[config.mk]
export PLATFORM = sky130hd
export DESIGN_NAME = dm_access_ctrl
export DESIGN_NICKNAME = d
export VERILOG_FILES = /design/src/rtl/dm_pkg.sv /design/src/rtl/dm_lane_unit.sv /design/src/rtl/dm_access_ctrl.sv
export SDC_FILE = /design/constraint.sdc
export NUM_CORES = 1
export LEC_CHECK = 0
export CORE_MARGIN = 1
export CORE_UTILIZATION = 42
export DETAILED_ROUTE_END_ITERATION = 6
export HOLD_SLACK_MARGIN = 0.02
export PLACE_DENSITY_LB_ADDON = 0.05
export SYNTH_ARGS = -nofsm -noshare
export SYNTH_HDL_FRONTEND = slang
export SYNTH_SLANG_ARGS = --single-unit
[constraint.sdc]
create_clock -name clk -period 1.8 [get_ports clk]
set_clock_uncertainty 0.05 [all_clocks]
set_input_delay 0.36 -clock clk [delete_from_list [all_inputs] [get_ports clk]]
set_output_delay 0.36 -clock clk [all_outputs]
set_load 0.1 [all_outputs]
[src/rtl/dm_pkg.sv]
// Shared definitions for the data-memory access controller: access sizes,
// controller states and byte-lane indices.
package dm_pkg;

    typedef enum logic [1:0] {
        OP_W   = 2'b00,
        OP_H   = 2'b01,
        OP_B   = 2'b10,
        OP_RSV = 2'b11
    } dm_op_e;

    typedef enum logic [2:0] {
        ST_IDLE = 3'd0,
        ST_ERR  = 3'd1,
        ST_RD   = 3'd2,
        ST_WAIT = 3'd3,
        ST_WR   = 3'd4,
        ST_RSP  = 3'd5
    } dm_state_e;

    // Byte lane selected by addr[1:0] (little-endian).
    localparam logic [1:0] LANE_B0 = 2'd0;
    localparam logic [1:0] LANE_B1 = 2'd1;
    localparam logic [1:0] LANE_B2 = 2'd2;
    localparam logic [1:0] LANE_B3 = 2'd3;

    // Reserved size, odd half address or unaligned word all abort the access.
    function automatic logic access_error(input dm_op_e op, input logic [1:0] addr_lo);
        logic err;
        case (op)
            OP_W:    err = (addr_lo != 2'b00);
            OP_H:    err = addr_lo[0];
            OP_B:    err = 1'b0;
            default: err = 1'b1;
        endcase
        return err;
    endfunction

endpackage

[src/rtl/dm_lane_unit.sv]
// Byte/half lane logic: merges store data into a RAM word and extracts an
// extended load value from it. Purely combinational.
module dm_lane_unit
    import dm_pkg::*;
(
    input  logic [1:0]  addr_lo,
    input  dm_op_e      op,
    input  logic        sext,
    input  logic [15:0] st_data,
    input  logic [31:0] ram_word,
    output logic [31:0] merged_word,
    output logic [31:0] load_word
);

    logic [7:0]  byte_sel;
    logic [15:0] half_sel;

    // NOTE: every output gets a default before the case so no path leaves it
    // unassigned; otherwise synthesis would infer a latch to hold the old value.
    always_comb begin
        merged_word = ram_word;
        load_word   = ram_word;
        half_sel    = addr_lo[1] ? ram_word[31:16] : ram_word[15:0];

        case (addr_lo)
            LANE_B0: byte_sel = ram_word[7:0];
            LANE_B1: byte_sel = ram_word[15:8];
            LANE_B2: byte_sel = ram_word[23:16];
            default: byte_sel = ram_word[31:24];
        endcase

        case (op)
            OP_B: begin
                load_word = {{24{sext & byte_sel[7]}}, byte_sel};
                case (addr_lo)
                    LANE_B0: merged_word[7:0]   = st_data[7:0];
                    LANE_B1: merged_word[15:8]  = st_data[7:0];
                    LANE_B2: merged_word[23:16] = st_data[7:0];
                    default: merged_word[31:24] = st_data[7:0];
                endcase
            end
            OP_H: begin
                load_word = {{16{sext & half_sel[15]}}, half_sel};
                if (addr_lo[1]) merged_word[31:16] = st_data;
                else            merged_word[15:0]  = st_data;
            end
            default: ;
        endcase
    end

endmodule

[src/rtl/dm_access_ctrl.sv]
// MEM-stage data-memory access controller: sequences word/sub-word loads and
// stores onto a single-port synchronous word RAM and reports misalignment.
module dm_access_ctrl
    import dm_pkg::*;
#(
    parameter int AW = 10
) (
    input  logic          clk,
    input  logic          reset_n,
    input  logic          req_valid,
    output logic          req_ready,
    input  logic          req_we,
    input  logic [1:0]    req_op,
    input  logic          req_sext,
    input  logic [31:0]   req_addr,
    input  logic [31:0]   req_wd,
    output logic          rsp_valid,
    output logic          rsp_err,
    output logic [31:0]   rsp_rdata,
    output logic          ram_en,
    output logic          ram_we,
    output logic [AW-1:0] ram_addr,
    output logic [31:0]   ram_wdata,
    input  logic [31:0]   ram_rdata
);

    dm_state_e     state_q, state_d;
    dm_op_e        req_op_e;
    logic          accept;
    logic          req_err;

    logic          we_q;
    dm_op_e        op_q;
    logic          sext_q;
    logic [AW+1:0] addr_q;
    logic [15:0]   st_q;
    logic [31:0]   wr_word_q;
    logic [31:0]   rdata_q;

    logic [31:0]   merged_word;
    logic [31:0]   load_word;

    // Byte-address bits above the RAM window wrap and are deliberately dropped.
    logic          unused_addr_hi;
    assign unused_addr_hi = ^req_addr[31:AW+2];

    assign req_op_e = dm_op_e'(req_op);
    assign req_err  = access_error(req_op_e, req_addr[1:0]);
    assign accept   = req_valid && (state_q == ST_IDLE);

    // NOTE: state registers use non-blocking assignments so every flop samples
    // pre-edge values regardless of statement order within the block.
    always_ff @(posedge clk or negedge reset_n) begin
        if (!reset_n) state_q <= ST_IDLE;
        else          state_q <= state_d;
    end

    // All outputs decode from state/latched request only, so a reset forces
    // ram_en/ram_we low asynchronously and no partial write can land.
    always_comb begin
        state_d   = state_q;
        req_ready = 1'b0;
        rsp_valid = 1'b0;
        rsp_err   = 1'b0;
        ram_en    = 1'b0;
        ram_we    = 1'b0;

        case (state_q)
            ST_IDLE: begin
                req_ready = 1'b1;
                if (req_valid) begin
                    if (req_err)                     state_d = ST_ERR;
                    else if (req_we && req_op_e == OP_W) state_d = ST_WR;
                    else                             state_d = ST_RD;
                end
            end
            ST_ERR: begin
                rsp_valid = 1'b1;
                rsp_err   = 1'b1;
                state_d   = ST_IDLE;
            end
            ST_RD: begin
                ram_en  = 1'b1;
                state_d = ST_WAIT;
            end
            ST_WAIT: begin
                state_d = we_q ? ST_WR : ST_RSP;
            end
            ST_WR: begin
                ram_en  = 1'b1;
                ram_we  = 1'b1;
                state_d = ST_RSP;
            end
            ST_RSP: begin
                rsp_valid = 1'b1;
                state_d   = ST_IDLE;
            end
            default: state_d = ST_IDLE;
        endcase
    end

    always_ff @(posedge clk or negedge reset_n) begin
        if (!reset_n) begin
            we_q      <= 1'b0;
            op_q      <= OP_W;
            sext_q    <= 1'b0;
            addr_q    <= '0;
            st_q      <= '0;
            wr_word_q <= '0;
            rdata_q   <= '0;
        end else begin
            if (accept) begin
                we_q   <= req_we;
                op_q   <= req_op_e;
                sext_q <= req_sext;
                addr_q <= req_addr[AW+1:0];
                st_q   <= req_wd[15:0];
                if (req_we && req_op_e == OP_W) wr_word_q <= req_wd;
            end
            // ram_rdata is valid only in WAIT; capture the merge or load result here.
            if (state_q == ST_WAIT) begin
                if (we_q) wr_word_q <= merged_word;
                else      rdata_q   <= load_word;
            end
        end
    end

    dm_lane_unit u_lane (
        .addr_lo     (addr_q[1:0]),
        .op          (op_q),
        .sext        (sext_q),
        .st_data     (st_q),
        .ram_word    (ram_rdata),
        .merged_word (merged_word),
        .load_word   (load_word)
    );

    assign ram_addr  = addr_q[AW+1:2];
    assign ram_wdata = wr_word_q;
    assign rsp_rdata = rdata_q;

endmodule

* Word level (Yosys, flattened, before mapping)
Cells that the tools add are included.
Storage, ports and cells: register bits 99, latch bits 0, RAM bits 0, memory bits (read-only) 0, input bits 103, output and inout port bits 79, memories 0
Operators by class: $add $sub $neg 0, multipliers 0, divide/modulo/power cells 0, order comparisons 0, eq/ne operators 12, shift operators 0, multiplexer cells 25, bitwise gates (word level) 3, reductions and logical operators 10
Operator list (count):
- $mux 32 | 4
- $pmux 32 s2 | 2
- $mux 16 | 3
- $mux 8 | 4
- $pmux 8 s3 | 1
- $pmux 3 s4 | 1
- $mux 3 | 3
- $eq 2x1->1 const B | 3
- $eq 2x2->1 const B | 3
- $eq 3x2->1 const B | 2
- $eq 3x3->1 const B | 2
- $mux 1 | 6
- $logic_not 2->1 | 2
- $reduce_or 2->1 | 2
- $eq 3x1->1 const B | 1
- $logic_not 3->1 | 1
- $pmux 1 s3 | 1
- $reduce_or 3->1 | 1
- $and 1x1->1 | 2
- $logic_and 1x1->1 | 2
- $ne 2x2->1 const B | 1
- $reduce_and 2->1 | 1
- $reduce_bool 2->1 | 1
- $not 1->1 | 1

* Longest topological paths before layout
Gate-level depths: netlist (run 1).
depth after elaboration 6, gate-level depth with buffers 9, depth with buffers taken out 6

* Hierarchy
Synthesis (run 1) repeated with hierarchy kept, for this count alone.
Second synthesis, totals: cells, all modules 650, area, all modules 5745.5 µm²
Modules (own cells, without submodules):
- dm_access_ctrl | instances 1, cells an instance 427, area each 4302.9 µm²
- dm_lane_unit | instances 1, cells an instance 223, area each 1442.6 µm²

* Worst setup path after synthesis (run 1)
OpenSTA, ideal clock, no wires.
path kind register -> output, from reg state_q[0], to out rsp_err, arrival time 3.560 ns, data required time 1.390 ns, path slack -2.170 ns, stages on the path, launching flop included 4, buffers on the path 1, cells stage by stage dfrtp_1 clkbuf_1 nor2b_1 nor2b_1
Between the ends: word-level cells in the longest chain between the ends 2
RTL lines:
- start: declaration | RTL line dm_access_ctrl.sv:27 | dm_state_e state_q, state_d;
- start signal: assignment | RTL line dm_access_ctrl.sv:55 | else state_q <= state_d;
- $eq 3x1->1 | RTL line dm_access_ctrl.sv:68 | case (state_q)
- $mux 1 | RTL line dm_access_ctrl.sv:68
- end: declaration | RTL line dm_access_ctrl.sv:18 | output logic rsp_err,
Every way passes these cells.

* Worst setup path after layout (run 1)
from reg op_q[0], to reg wr_word_q[15] (netlist: ram_wdata[15])
Between the ends: word-level cells in the longest chain between the ends 4, elaborated cells on any way between the ends 5, those cells by class eq/ne (2); mux (3)
RTL lines:
- start: declaration | RTL line dm_access_ctrl.sv:33 | dm_op_e op_q;
- start signal: assignment | RTL line dm_access_ctrl.sv:114 | op_q <= req_op_e;
- $eq 2x1->1 or $eq 2x2->1 (tied branches) | RTL line dm_lane_unit.sv:32 | case (op)
- $pmux 32 s2 (*) | RTL line dm_lane_unit.sv:32
- $mux 32 (*) | RTL line dm_access_ctrl.sv:122 | if (we_q) wr_word_q <= merged_word;
- $mux 32 (*) | RTL line dm_access_ctrl.sv:121 | if (state_q == ST_WAIT) begin
- end signal: assignment | RTL line dm_access_ctrl.sv:118 | if (req_we && req_op_e == OP_W) wr_word_q <= req_wd;
- end signal: assignment | RTL line dm_access_ctrl.sv:122
- end: declaration | RTL line dm_access_ctrl.sv:37 | logic [31:0] wr_word_q;
Every way passes the cells marked *; elsewhere a longest branch is shown, timed or not. A chain may end at the register's enable or synchronous reset.

==> results of run 1 <==
## what timing repair did
action                                  4_1_cts  5_1_grt
setup buffers                                15        7
resized for setup                            55       69
hold buffers                                  1        0
endpoints found under the hold margin        99        0
endpoints found under the setup margin       68       94
pin swaps                                     7       24
gates cloned                                  3        2
## per-layer routing
layer	vias up	GRT usage, %
met2	259	45.3
met1	2707	41.3
met5	-	0
met3	33	6.85
met4	0	10.0
li1	2490	-
## worst max path at each step
stage / start / endpoint / slack [ns]
3_3_place_gp: ram_rdata[15] / rsp_rdata[30] / -0.41
2_1_floorplan: state_q[0] / rsp_err / -0.40
6_report: op_q[0] / ram_wdata[15] / -0.09
4_1_cts: op_q[1] / ram_wdata[16] / -0.04
3_5_place_dp: ram_rdata[15] / rsp_rdata[30] / -0.43
5_1_grt: op_q[0] / ram_wdata[14] / -0.17
## per-stage QoR
step                area, µm²  TNS [ns]  std cells  utilization [%]  setup slack [ns]
finish                   9320    -0.596        934             74.1           -0.0898
detailed placement       8340    -24.71        893             66.3            -0.428
CTS                      9050    -0.164        928             72.0           -0.0412
floorplan                5470    -0.631        557                -            -0.404
global route             9320     -2.84        934             74.1            -0.166
global placement         8340    -23.47        893             66.3            -0.406
## worst max-delay path, delay by kind of cell, from the launching register on
family                     cells  cell delay [ns]
adders and majority gates      1             0.27
DFF                            1             0.41
and+or+nand+nor                2             0.33
buffers and inverters          4             0.48
AOI/OAI and AO/OA              2             0.27
## sequential cells by signal, indices dropped and copies added (netlist names)
| signal | count |
|---|---|
| addr_q | 12 |
| st_q | 16 |
| rsp_rdata | 32 |
| op_q | 2 |
| sext_q | 1 |
| state_q | 3 |
| ram_wdata | 32 |
| we_q | 1 |
## final cells by class
type,instances,area [µm²]
inverter,6,30.0
tap,172,215
clock buffer,11,233
clock inverter,5,53.8
multi-input combinational,393,3050
fill,881,3250
timing repair buffer,248,3260
sequential,99,2480
## synthesized netlist by cell type (2+ instances only)
library cell,n
nor2_1,13
a221oi_1,16
a32o_1,3
clkbuf_1,25
a31oi_1,27
inv_1,5
and2_1,2
o21a_1,7
buf_2,21
o211ai_1,16
mux2i_1,4
a22oi_1,17
ha_1,2
o221ai_1,5
nor4bb_1,2
nor4b_1,7
a21oi_1,40
nor3_1,11
mux2_2,38
dfrtp_1,99
nand2_1,69
nand2b_1,5
nor2b_1,6
or3_1,8
a211oi_1,8
o31ai_1,2
a32oi_1,11
nor3b_1,3
and3_1,15
buf_4,11
o21ai_0,43
## cell families after synthesis
logic type | after synthesis | share of synthesized area (%)
AO/OA/AOI/OAI | 201 | 24.6
XOR/XNOR | 1 | 0.162
adder cells (fa/ha/maj) | 2 | 0.463
buffers and inverters | 65 | 5.79
flip-flops | 99 | 45.9
multiplexers | 43 | 9.08
AND/OR/NAND/NOR | 146 | 14.0
==> results.md, run 1 <==
- Antenna diode count: 0
- Ys flop type: dfrtp_1
- Seq cells post-synth: 99
- DR vias: 5489
- CP required: 2.03 ns
- Die Y: 115 µm
- Synth top area cells: dfrtp_1 (46%), mux2_2 (7.9%), nand2_1 (4.8%), o21ai_0 (4.0%), a21oi_1 (3.7%)
- M1 WL: 8550 µm
- DP Wirelength: 13600 µm
- Critical path type: flip-flop to flip-flop
- Worst r2r src: op_q[0]
- Root buf cell: clkbuf_16
- Synth-to-layout area growth: 72.5%
- Clock latency on the worst-skew pair: 0.36 ns
- Via density: 5.88
- Post-synth EDFFs: 0
- Final WS setup: -0.0898 ns
- Final nets: 862
- Slew Viols, Final: 0
- Die width: 115 µm
- First-pass DRT Iterations: 5
- Startpoint Class: flip-flop
- Fin. Hold Viols: 0
- DR WL met2: 9120 µm
- Gr ovfl total: 0
- Library cells used by synthesis: 47
- Post-synth top area cell: dfrtp_1
- Num CTS Buffers: 9
- 1st-iter DRT viols: 389
- Slowest stage cell, crit path: dfrtp_1
- TritonCTS clock tree: done
- Fin crit share: 105%
- Antenna violations before repair: 0
- Worst Reg2Reg Path Length in Cells: 9
- Wire per inst: 21.1 µm
- First-pass GRT wire length: 29700 µm
- Port bufs: 161
- Final setup violation count: 18
- Violated checks: negative setup slack
- Share of post-route cells with drive strength above 1: 37.9%
- Synth top area share: 45.9%
- Status: finished with violations
- Routability Congestion: 0.898
- Met3 wire length: 1610 µm
- Tot GR Track Use: 29.6%
- Vias in the first global route: 5365
- Fmax: 529 MHz
- Most used cell, CP: buf_12
- Synth Area per Inst: 9.70 µm²
- Number of max-cap violations: 0
- WP data arrival: 2.12 ns
- Max Used Layer: met4
- CTS sink cnt: 99
- Commonest non-fill, non-tap cell in the layout: dfrtp_1
- Core Rows: 41
- Hold Crit Class: input port to async pin
- Remaining DRCs: 0
- Final antenna-violating net count: 0
- Critical path cell sequence: inv_2, ha_4, buf_12, buf_12, nor3b_2, buf_4, o221ai_1, and3_1, a31oi_1
- H-tree depth: 3
- Critical Path End Type: flip-flop
- Largest net degree at the start of global routing: 51
- Endpoint of the worst-slack reg-to-reg timing path: ram_wdata[15]
- Ys async rst share: 100%
- Clock Pin Slew Worst Setup and Hold Paths: 0.07 ns
- Post-Syn Instances: 557
- RSZ-0062 raised after global routing: true
- Top-Level Pins: 182
- CP peak stage delay: 0.41 ns
- Most frequent cells in the layout: dfrtp_1 (94), buf_12 (88), clkdlybuf4s50_1 (78)
- Post-Syn Nets: 662
- Crit path max fanout: 6
- Post-synthesis sequential area ratio: 45.9%
- Netlist Area Pre-Place: 5400 µm²
- Synth Warn #: 0
- Post-layout min period: 1.89 ns
- Die ar.: 13300 µm²
- CTS Buffer Depth: 2
- Initial Util: 43.0%
- Core Area: 12600 µm²
- WHS: 0.296 ns
- Post-Route WL: 19700 µm
- Relative slew slack: 69.5%
- Actual slew at the worst max-slew pin: 0.458 ns
- Flop2flop setup slack: -0.09 ns
Power of run 1 is left out: the tool's default activity adds up to more than one toggle a clock period on the data nets, which glitch-free logic cannot reach.
==> run 2, diff against run 1 <==
TNS_END_PERCENT = 5   (was unset)
==> results.md, run 2 (synthesized netlist as in run 1, its figures left out) <==
- Status: finished with violations
- Violated checks: negative setup slack
- Share of post-route cells with drive strength above 1: 36.9% (-1.1 points)
- Actual slew at the worst max-slew pin: 0.433 ns (-0.0255 ns)
- DR vias: 5452 (-0.67%)
- Gr ovfl total: 0 (unchanged)
- Worst Reg2Reg Path Length in Cells: 8 (-1)
- TritonCTS clock tree: done
- H-tree depth: 3 (unchanged)
- CP required: 2.01 ns (-0.02 ns)
- Core Rows: 41 (unchanged)
- Fill count: 867 (-1.6%)
- Die ar.: 13300 µm² (unchanged)
- Slew Viols, Final: 0 (unchanged)
- CTS Buffer Depth: 2 (unchanged)
- CP Capture Point: ram_wdata[9]
- Startpoint Class: flip-flop
- Critical path cell sequence: ha_4, buf_8, buf_12, nor3b_4, buf_6, o221ai_2, and3_4, a31oi_1
- Fmax: 527 MHz (-0.36%)
- Tot GR Track Use: 29.5% (-0.13 points)
- DP Wirelength: 13800 µm (+1.4%)
- Final antenna-violating net count: 0 (unchanged)
- Most frequent cells in the layout: dfrtp_1 (95), buf_12 (89), clkdlybuf4s50_1 (78)
- Die width: 115 µm (unchanged)
- Clock Pin Slew Worst Setup and Hold Paths: 0.07 ns (about the same)
- Flop2flop setup slack: -0.1 ns (about the same)
- Fin crit share: 105% (+0.38 points)
- Root buf cell: clkbuf_16
- Top-Level Pins: 182 (unchanged)
- CP peak stage delay: 0.42 ns (about the same)
- Worst path bufs/invs: 3 (-1)
- Via density: 5.87 (-0.14%)
- Largest net degree at the start of global routing: 59 (+16%)
- 1st-iter DRT viols: 426 (+9.5%)
- Synth-to-layout area growth: 71.4%
- Die Y: 115 µm (unchanged)
- First-pass DRT Iterations: 5 (unchanged)
- Stages on the worst setup path: 8 (-1)
- Vias in the first global route: 5293 (-1.3%)
- Wire per inst: 20.7 µm (-1.6%)
- Critical Path End Type: flip-flop
- Fin. Hold Viols: 0 (unchanged)
- Final setup violation count: 32 (+14)
- Post-layout min period: 1.90 ns (+0.00679 ns)
- Final nets: 858 (-0.46%)
- Initial Util: 43.0% (unchanged)
- Final WS setup: -0.0966 ns (-0.00679 ns)
- Worst r2r src: op_q[1]
- Antenna diode count: 0 (unchanged)
- Antenna violations before repair: 0 (unchanged)
- RSZ-0062 raised after global routing: true
- WP data arrival: 2.11 ns (about the same)
- First-pass GRT wire length: 29500 µm (-0.56%)
- CP top delay family: flip-flops
- Slowest stage cell, crit path: dfrtp_1
- Num CTS Buffers: 9 (unchanged)
- Crit path max fanout: 6 (unchanged)
- Final core utilization: 73.7% (-0.48 points)
- Clock latency on the worst-skew pair: 0.35 ns (about the same)
- Critical path type: flip-flop to flip-flop
- Commonest non-fill, non-tap cell in the layout: dfrtp_1
- CTS sink cnt: 99 (unchanged)
- Relative slew slack: 71.2% (+1.7 points)
- Core Area: 12600 µm² (unchanged)
- CP Launch Point: op_q[1]
- Endpoint of the worst-slack reg-to-reg timing path: ram_wdata[9]
- Routability Congestion: 0.895 (-0.36%)
- Port bufs: 161 (unchanged)
- Hold Crit Class: input port to async pin
- Number of max-cap violations: 0 (unchanged)
- Remaining DRCs: 0 (unchanged)
- Post-Route WL: 19300 µm (-2.1%)
run 2: changes by cell type in the layout (fill, tap and decap cells not counted), moves of 3 or more:
cell,change
o21ai_0,+9
o21ai_1,-9
mux2_2,-7
mux2_4,+7
buf_4,-4
nor4b_1,+3
run 2: metal layers:
metal	part of all wire [%]	global-route usage [%]	up-vias
met5	0	0	-
met1	43	41.7	2660
met3	7.8	5.02	35
li1	-	-	2487
met4	2.8	11.3	0
met2	46	45.3	270
run 2: metrics by stage:
stage               setup WS (ns)  setup TNS, ns  instance area, µm²  instances  hold WS (ns)
finish                    -0.0966         -0.814                9260        929         0.398
global route               -0.163          -5.66                9260        929         0.434
CTS                       -0.0609         -0.736                8920        920         0.400
detailed placement         -0.440         -23.62                8390        899         0.225
global placement           -0.390         -20.86                8390        899         0.224
floorplan                  -0.404          -2.75                5460        557        0.0144
run 2: how the worst min path moves through the flow:
stage,end,slack (ns),cells past startpoint
2_1_floorplan,addr_q[0],0.01,0
3_3_place_gp,addr_q[3],0.22,1
3_5_place_dp,addr_q[3],0.22,1
4_1_cts,addr_q[3],0.40,2
5_1_grt,addr_q[3],0.43,2
6_report,addr_q[3],0.40,2
run 2: final cells by class:
class	count	area, µm²	share of cell area [%]
tap	172	215	2.32
sequential	99	2480	26.8
clock buffer	11	253	2.73
clock inverter	4	50.0	0.541
inverter	6	23.8	0.257
timing repair buffer	243	3220	34.8
multi-input combinational	394	3020	32.6
run 2: timing repair:
item / 4_1_cts / 5_1_grt
gates cloned: 0 / 3
hold endpoints to repair: 19 / 0
endpoints found under the setup margin: 67 / 90
gates resized for setup: 43 / 60
setup buffers: 5 / 6
hold buffers: 1 / 0
pin swaps: 6 / 24
Power of run 2 is left out for the same reason.
